===== src/rtl/diskdrive_switch_if.sv =====
// Host-channel bundle between the drive switch, the FDC instances and the ctrl-module disk channel.
// The switch uses the slave modport; whatever drives the drive selects, FDC outputs and host channel uses master.
interface diskdrive_switch_if #(
  parameter int NR_DISK = 4
);
  localparam int IW = $clog2(NR_DISK);

  logic [NR_DISK-1:0]    sel_n;
  logic [32*NR_DISK-1:0] fdc_sr;
  logic [8*NR_DISK-1:0]  fdc_dout;
  logic [31:0]           disk_cr;
  logic                  disk_data_clkin;
  logic                  disk_data_clkout;
  logic [31:0]           disk_sr;
  logic [7:0]            disk_data_out;
  logic [32*NR_DISK-1:0] fdc_cr;
  logic [NR_DISK-1:0]    fdc_clkin;
  logic [NR_DISK-1:0]    fdc_clkout;
  logic [IW-1:0]         active;
  logic                  switched;

  modport slave (
    input  sel_n, fdc_sr, fdc_dout, disk_cr, disk_data_clkin, disk_data_clkout,
    output disk_sr, disk_data_out, fdc_cr, fdc_clkin, fdc_clkout, active, switched
  );

  modport master (
    output sel_n, fdc_sr, fdc_dout, disk_cr, disk_data_clkin, disk_data_clkout,
    input  disk_sr, disk_data_out, fdc_cr, fdc_clkin, fdc_clkout, active, switched
  );
endinterface


===== src/rtl/diskdrive_switch.sv =====
// N-way switch connecting one of NR_DISK FDC instances to the single ctrl-module disk channel,
// with busy lock, pending-select queue, post-switch guard interval and optional round-robin service.
module diskdrive_switch #(
  parameter int NR_DISK = 4,
  parameter int MODE    = 0,
  parameter int REQ_BIT = 0,
  parameter int GUARD   = 16
) (
  input logic               clk24,
  input logic               rstn,
  diskdrive_switch_if.slave bus
);
  localparam int IW = $clog2(NR_DISK);
  localparam int SW = IW + 1;

  logic [IW-1:0]      active_q, active_d, target, rrCand;
  logic               switched_q, switched_d;
  logic [7:0]         guard_q, guard_d;
  logic [NR_DISK-1:0] pend_q, pend_d;
  logic [NR_DISK-1:0] prevSel_q;
  logic [NR_DISK-1:0] fall, req, activeMask;
  logic [SW-1:0]      rrSum;
  logic               lock, pendHit, rrHit, doSwitch;
  logic [31:0]        srArr   [NR_DISK];
  logic [7:0]         doutArr [NR_DISK];

  for (genvar g = 0; g < NR_DISK; g++) begin : g_slot
    assign req[g]                     = bus.fdc_sr[32*g+REQ_BIT];
    assign srArr[g]                   = bus.fdc_sr[32*g +: 32];
    assign doutArr[g]                 = bus.fdc_dout[8*g +: 8];
    assign bus.fdc_cr[32*g +: 32]     = (active_q == IW'(g)) ? bus.disk_cr : 32'd0;
    assign bus.fdc_clkin[g]           = bus.disk_data_clkin  & (active_q == IW'(g));
    assign bus.fdc_clkout[g]          = bus.disk_data_clkout & (active_q == IW'(g));
  end

  assign bus.disk_sr       = srArr[active_q];
  assign bus.disk_data_out = doutArr[active_q];
  assign bus.active        = active_q;
  assign bus.switched      = switched_q;

  assign fall       = prevSel_q & ~bus.sel_n;
  assign activeMask = {{(NR_DISK-1){1'b0}}, 1'b1} << active_q;
  assign lock       = req[active_q] | (guard_q != 8'd0);

  // Pending selects take priority (highest index wins); round-robin only fills idle slots.
  always_comb begin
    pendHit = 1'b0;
    rrHit   = 1'b0;
    target  = active_q;
    rrSum   = '0;
    rrCand  = '0;
    for (int i = 0; i < NR_DISK; i++) begin
      if (pend_q[i]) begin
        pendHit = 1'b1;
        target  = IW'(i);
      end
    end
    if (MODE == 1 && !pendHit) begin
      for (int k = 1; k < NR_DISK; k++) begin
        rrSum = {1'b0, active_q} + SW'(k);
        if (rrSum >= SW'(NR_DISK)) rrSum = rrSum - SW'(NR_DISK);
        rrCand = rrSum[IW-1:0];
        if (!rrHit && req[rrCand]) begin
          rrHit  = 1'b1;
          target = rrCand;
        end
      end
    end
    doSwitch   = !lock && (pendHit || rrHit);
    pend_d     = pend_q | (fall & ~activeMask);
    if (doSwitch) pend_d[target] = 1'b0;
    active_d   = doSwitch ? target : active_q;
    switched_d = doSwitch;
    if (doSwitch)              guard_d = 8'(GUARD);
    else if (guard_q != 8'd0)  guard_d = guard_q - 8'd1;
    else                       guard_d = 8'd0;
  end

  always_ff @(posedge clk24 or negedge rstn) begin
    if (!rstn) begin
      active_q   <= '0;
      switched_q <= 1'b0;
      guard_q    <= 8'd0;
      pend_q     <= '0;
      prevSel_q  <= '1;
    end else begin
      active_q   <= active_d;
      switched_q <= switched_d;
      guard_q    <= guard_d;
      pend_q     <= pend_d;
      prevSel_q  <= bus.sel_n;
    end
  end
endmodule


===== src/flat_wrapper.sv =====
// flat-port wrapper written by rule: the top's interface ports become plain ports
module diskdrive_switch_flat 
#(
  parameter int NR_DISK = 4,
  parameter int MODE    = 0,
  parameter int REQ_BIT = 0,
  parameter int GUARD   = 16
)
  (clk24, rstn, bus_sel_n, bus_fdc_sr, bus_fdc_dout, bus_disk_cr, bus_disk_data_clkin, bus_disk_data_clkout, bus_disk_sr, bus_disk_data_out, bus_fdc_cr, bus_fdc_clkin, bus_fdc_clkout, bus_active, bus_switched);
  diskdrive_switch_if #(.NR_DISK(NR_DISK)) bus_i ();
  input logic clk24;
  input logic rstn;
  input wire logic [$bits(bus_i.sel_n)-1:0] bus_sel_n;
  input wire logic [$bits(bus_i.fdc_sr)-1:0] bus_fdc_sr;
  input wire logic [$bits(bus_i.fdc_dout)-1:0] bus_fdc_dout;
  input wire logic [$bits(bus_i.disk_cr)-1:0] bus_disk_cr;
  input wire logic [$bits(bus_i.disk_data_clkin)-1:0] bus_disk_data_clkin;
  input wire logic [$bits(bus_i.disk_data_clkout)-1:0] bus_disk_data_clkout;
  output wire logic [$bits(bus_i.disk_sr)-1:0] bus_disk_sr;
  output wire logic [$bits(bus_i.disk_data_out)-1:0] bus_disk_data_out;
  output wire logic [$bits(bus_i.fdc_cr)-1:0] bus_fdc_cr;
  output wire logic [$bits(bus_i.fdc_clkin)-1:0] bus_fdc_clkin;
  output wire logic [$bits(bus_i.fdc_clkout)-1:0] bus_fdc_clkout;
  output wire logic [$bits(bus_i.active)-1:0] bus_active;
  output wire logic [$bits(bus_i.switched)-1:0] bus_switched;
  assign bus_i.sel_n = bus_sel_n;
  assign bus_i.fdc_sr = bus_fdc_sr;
  assign bus_i.fdc_dout = bus_fdc_dout;
  assign bus_i.disk_cr = bus_disk_cr;
  assign bus_i.disk_data_clkin = bus_disk_data_clkin;
  assign bus_i.disk_data_clkout = bus_disk_data_clkout;
  assign bus_disk_sr = bus_i.disk_sr;
  assign bus_disk_data_out = bus_i.disk_data_out;
  assign bus_fdc_cr = bus_i.fdc_cr;
  assign bus_fdc_clkin = bus_i.fdc_clkin;
  assign bus_fdc_clkout = bus_i.fdc_clkout;
  assign bus_active = bus_i.active;
  assign bus_switched = bus_i.switched;
  diskdrive_switch #(.NR_DISK(NR_DISK), .MODE(MODE), .REQ_BIT(REQ_BIT), .GUARD(GUARD)) u_core (.clk24(clk24), .rstn(rstn), .bus(bus_i));
endmodule

===== config.mk =====
export PLATFORM = sky130hd
export DESIGN_NAME = diskdrive_switch_flat
export DESIGN_NICKNAME = d
export VERILOG_FILES = /design/src/rtl/diskdrive_switch_if.sv /design/src/rtl/diskdrive_switch.sv /design/src/flat_wrapper.sv
export SDC_FILE = /design/constraint.sdc
export NUM_CORES = 1
export LEC_CHECK = 0
export BUFFER_PORTS_ARGS = -buffer_cell sky130_fd_sc_hd__buf_4
export CAP_MARGIN = 20
export CORE_AREA = 2 2 146 148
export CTS_BUF_LIST = sky130_fd_sc_hd__clkbuf_4 sky130_fd_sc_hd__clkbuf_8
export CTS_CLUSTER_SIZE = 14
export DETAILED_ROUTE_END_ITERATION = 8
export DIE_AREA = 0 0 148 150
export HOLD_SLACK_MARGIN = 0.12
export MAX_ROUTING_LAYER = met4
export PLACE_DENSITY_LB_ADDON = 0.08
export SYNTH_ARGS = -nofsm -noshare
export SYNTH_HDL_FRONTEND = slang
export SYNTH_SLANG_ARGS = --single-unit

===== constraint.sdc =====
create_clock -name clk24 -period 1.75 [get_ports clk24]
set_input_delay 0.35 -clock clk24 [delete_from_list [all_inputs] [get_ports clk24]]
set_output_delay 0.35 -clock clk24 [all_outputs]
set_load 0.02 [all_outputs]

* Word-level counts from Yosys, hierarchy flattened
Cells that the tools add are included.
Widths: inputs -> output; s select.
** Operators by class
- Bitwise logic cells :: 17
- Equality and inequality tests :: 3
- Shift-type cells :: 1
- Add/subtract/negate cells :: 1
- Reduce and logical (&&, ||, !) cells :: 5
- Order comparisons :: 4
- Mux-type cells :: 25
** Operators by type and width (count)
- $mux 32 :: 6
- $bmux 32 s2 :: 1
- $mux 8 :: 4
- $bmux 8 s2 :: 1
- $and 4x4->4 :: 3
- $not 4->4 :: 3
- $and 1x1->1 :: 8
- $mux 2 :: 4
- $reduce_bool 8->1 :: 1
- $sub 8x1->8 const B :: 1
- $lt 2x3->1 const B :: 2
- $mux 1 :: 6
- $eq 2x2->1 const B :: 2
- $mux 4 :: 1
- $or 4x4->4 :: 1
- $shl 1x2->4 const A :: 1
- $ge 3x3->1 const B :: 1
- $not 2->3 :: 1
- $bmux 1 s2 :: 1
- $demux 1 s2 :: 1
- $eq 2x1->1 const B :: 1
- $ge 2x1->1 const B :: 1
- $logic_and 1x1->1 :: 2
- $logic_not 2->1 :: 1
- other kinds (2) :: 2
** Storage, ports and cells
- Input bits :: 200
- Register bits after elaboration :: 19
- Output and inout port bits :: 179

* Logic depth before layout (Yosys ltp)
- Word-level depth :: 11
- Gate-level depth with buffers :: 5

* Worst setup path after synthesis
No wires, ideal clock.
- Kind :: register to output
- Start point :: register u_core.active_q[0], in the netlist u_core.bus.active[0]
- End point :: output bus_disk_sr[20]
- Data required time :: 1400 ps
- Slack :: -374 ps
- Stages on the path, launching flop included :: 4
- Arrival :: 1774 ps
- Path buffers :: 2
- Path through :: dfrtp_1 buf_6 buf_1 mux4_2
** Between the ends
- Cells in the longest elaborated chain, start to end :: 4
** Ends and longest elaborated chain
- from (decl) :: line diskdrive_switch.sv:16 : logic [IW-1:0] active_q, active_d, target, rrCand;
- from (signal assigned) :: line diskdrive_switch.sv:87 : active_q <= active_d;
- $not 2->3 (not written as such) :: line diskdrive_switch.sv:36 : assign bus.disk_sr = srArr[active_q];
- $bmux 32 s2 :: line diskdrive_switch.sv:36
- $mux 32 (not written as such) (2 in series) :: line diskdrive_switch.sv:36
- to (decl) :: line flat_wrapper.sv:19 : output wire logic [$bits(bus_i.disk_sr)-1:0] bus_disk_sr;
Every way passes these cells. The select of a mux whose other input is x is not followed.

* Worst setup path after layout
- Start point :: register u_core.active_q[0], in the netlist u_core.bus.active[0]
- End point :: output bus_disk_data_out[4]
** Between the ends
- Cells in the longest elaborated chain, start to end :: 4
** Ends and longest elaborated chain
- $not 2->3 (not written as such) :: line diskdrive_switch.sv:37 : assign bus.disk_data_out = doutArr[active_q];
- $bmux 8 s2 :: line diskdrive_switch.sv:37
- $mux 8 (not written as such) (2 in series) :: line diskdrive_switch.sv:37
- to (decl) :: line flat_wrapper.sv:20 : output wire logic [$bits(bus_i.disk_data_out)-1:0] bus_disk_data_out;
Every way passes these cells. The select of a mux whose other input is x is not followed.

==> impl_metrics.json <==
{
  "cap_viol_max_count": 0,
  "finalSetupViolations": 182,
  "slowest_stage": "mux4_2",
  "cts_tree": "built",
  "fin_worst_skew_ps": 5.33,
  "final_area_um2": 6600,
  "cp_max_fo": 24,
  "gr-total-overflow": 0,
  "placed_cell_area_um2": 6140,
  "cts_buffer_depth": 2,
  "grt_use_total_pct": 14.7,
  "numCtsBuffers": 3,
  "p_leak_nw": 3.33,
  "wl_per_cell_um": 18.5,
  "sw_frac_of_total_pct": 47.2,
  "synth_area_um2": 2740,
  "synth_seq_cells": 19,
  "die_h_um": 150,
  "synthFlopType": "dfrtp_1",
  "fp-row-count": 53,
  "hold_path_class": "input pin to flop",
  "stdcell_count": 941,
  "grt_pass1_wl_mm": 24.2,
  "vias": 3759,
  "die_w_um": 148,
  "worstHoldStart": "bus_sel_n[2]",
  "diodes": 0,
  "port_buffers": 378,
  "violations": "setup timing",
  "crit_path_start_kind": "flop",
  "drive_gt1_share_pct": 80.0,
  "dieArea_um2": 22200,
  "dp_hpwl_mm": 14.7,
  "grt_max_degree": 36,
  "worstReg2RegStart": "u_core.bus.active[0]",
  "critPathLaunch": "u_core.bus.active[0]",
  "final_util_pct": 31.9,
  "power_frac_clock_pct": 3.0,
  "core_region_area_um2": 20700,
  "tightest_slew_ps": 336,
  "syn-num-nets": 485,
  "intPower_mw": 5.37,
  "netlist-cell-type-count": 37,
  "p_switching_mw": 4.80,
  "seqPwrFrac_pct": 7.3,
  "root_buffer": "clkbuf_8",
  "clk_pin_slew_ps": 70,
  "cts.sinks": 19,
  "critPathRequiredTime_ps": 1400,
  "synth_warnings": 0,
  "routed_wl_mm": 17.4,
  "async_flop_share_pct": 100,
  "synth-compound-area-share_pct": 4.94,
  "start_util_pct": 13.2,
  "p_per_area_nw_per_um2": 1540,
  "clk_latency_ps": 260,
  "slew_viol_final": 0,
  "worst_path_largest_cell_delay_ps": 560,
  "grt_setup_unrepaired": "yes",
  "synth-edff-count": 0,
  "place_inst": 933,
  "critPathKind": "flop to primary output",
  "worst_slack_ps": -273,
  "period_share_pct": 116,
  "antenna_left": 0,
  "grt_pass1_vias": 3905,
  "endpoint_kind": "primary output",
  "fin_nets": 869,
  "vias_per_cell": 3.99,
  "drtIter0Drc": 115,
  "h-tree-depth": 1,
  "globalplace.congestion": 0.805,
  "synthSimpleGateAreaFrac_pct": 36.7,
  "areaGrowthSynthToFinish_pct": 141,
  "combPwrFrac_pct": 89.7,
  "slew_headroom_pct": 77.3,
  "seq_area_frac_synth_pct": 17.6,
  "synth_top_family_by_area": "simple AND/OR/NAND/NOR gates",
  "path_cells": "buf_12 > mux4_2 > buf_6",
  "period_minus_slack_ps": 2020,
  "drc": 0,
  "outcome": "complete, but fails checks",
  "vdd_drop_max_mv": 0.671,
  "synth_fa_ha_area_share_pct": 0.914,
  "fmax_ghz": 0.494,
  "hold_viol_final": 0,
  "synth_xor_area_share_pct": 0.640,
  "muxShareOfSynthArea_pct": 33.7,
  "grt_antenna_before_repair": 1,
  "fill_cells": 2214,
  "arrival_ps": 1670,
  "avgSynthCellArea_um2": 9.67,
  "ios": 379,
  "drt_first_pass_iters": 4,
  "syn_inst": 283
}
-- worst max-delay path: cells and delay by family (launching register included) --
kind                   cells  cell delay (ps)
buffers and inverters      2              370
flip-flops                 1              460
multiplexers               1              560
-- flip-flops by register name, indices dropped and copies added, names as in the netlist --
| signal | cells |
|---|---|
| u_core.prevSel_q | 4 |
| u_core.guard_q | 8 |
| u_core.bus.switched | 1 |
| u_core.bus.active | 2 |
| u_core.pend_q | 4 |
-- cells by family after synthesis --
group | after synthesis
AND/OR/NAND/NOR | 161
multiplexers | 42
buffers and inverters | 37
AO/OA/AOI/OAI | 20
flip-flops | 19
XOR/XNOR | 2
adder cells (fa/ha/maj) | 2
-- placed cells by master, fill, tap and decap left out, types with 2 or more instances in the layout --
master / Yosys / routed
a21oi_1: 5 / 4
and2_1: 102 / 43
and2_2: 0 / 55
and2_4: 0 / 4
and3_1: 34 / 34
buf_12: 0 / 5
buf_4: 0 / 313
buf_6: 1 / 88
clkbuf_8: 0 / 3
dfrtp_1: 15 / 13
dfstp_2: 4 / 4
inv_1: 9 / 7
inv_2: 0 / 2
mux2_2: 2 / 2
mux4_2: 40 / 40
nor2_1: 10 / 9
nor2b_4: 0 / 2
nor3b_1: 2 / 2
o21ai_0: 4 / 2
o21ai_2: 0 / 2
o31a_1: 2 / 2
o41ai_1: 3 / 2
or4_4: 2 / 3
xnor2_1: 2 / 2
-- path summary, 6_finish.rpt --
check,end,slack [ps],cells after the start
setup / recovery,bus_disk_data_out[4],-270,3
hold / removal,u_core.prevSel_q[2],200,1
setup reg to reg,u_core.bus.active[1],-140,4
hold reg to reg,u_core.pend_q[0],580,1
max in group asynchronous,u_core.prevSel_q[3],970,2
min in group asynchronous,u_core.guard_q[0],510,2
-- metal layers --
metal	track usage (%)	vias to the layer above	share of wire, %
met3	1.83	16	5.9
li1	-	1792	-
met4	2.95	0	1.7
met1	16.5	1783	36
met2	28.0	168	56
met5	-	-	0
-- layout make-up --
class	count	area, µm²	share of cell area, %
sequential	19	485	7.35
inverter	9	33.8	0.512
clock buffer	3	41.3	0.625
tap	275	344	5.21
clock inverter	1	5.00	0.0758
multi-input combinational	227	2240	34.0
timing repair buffer	407	3450	52.3
-- cells in the mapped netlist (2+ instances only) --
master | number | area share, %
and2_1 | 102 | 23
mux4_2 | 40 | 33
and3_1 | 34 | 7.8
clkbuf_1 | 20 | 2.7
dfrtp_1 | 15 | 14
nor2_1 | 10 | 1.4
inv_1 | 9 | 1.2
a21oi_1 | 5 | 0.91
dfstp_2 | 4 | 3.8
o21ai_0 | 4 | 0.73
buf_1 | 3 | 0.41
buf_2 | 3 | 0.55
o41ai_1 | 3 | 0.96
ha_1 | 2 | 0.91
mux2_2 | 2 | 0.82
nor2b_1 | 2 | 0.46
nor3b_1 | 2 | 0.55
o31a_1 | 2 | 0.64
or4_4 | 2 | 0.82
xnor2_1 | 2 | 0.64
-- power groups by stage --
| stage | sequential [mW] | clock [mW] | combinational, mW |
|---|---|---|---|
| 5_1_grt | 0.760 | 0.353 | 9.66 |
| 3_3_place_gp | 0.741 | 0 | 8.39 |
| 3_5_place_dp | 0.741 | 0 | 8.39 |
| 4_1_cts | 0.739 | 0.327 | 9.02 |
| 2_1_floorplan | 0.720 | 0 | 4.67 |
| 6_report | 0.744 | 0.308 | 9.12 |
-- repair_timing --
action,4_1_cts,5_1_grt
cloned,0,0
hold endpoints to repair,15,0
pin swaps,0,5
gates resized for setup,78,28
setup endpoints to repair,180,184
hold buffers,1,0
buffers inserted,0,3
-- metrics by stage --
step / hold WS [ps] / setup WS, ps / setup TNS [ps] / power [mW]
finish: 201 / -273 / -34170 / 10.2
global route: 179 / -342 / -50900 / 10.8
CTS: 194 / -292 / -40190 / 10.1
detailed placement: 247 / -65.7 / -213 / 9.13
global placement: 242 / -30.6 / -82.8 / 9.13
floorplan: 54.4 / -152 / -2070 / 5.39
(Power assumes the default switching activity.)
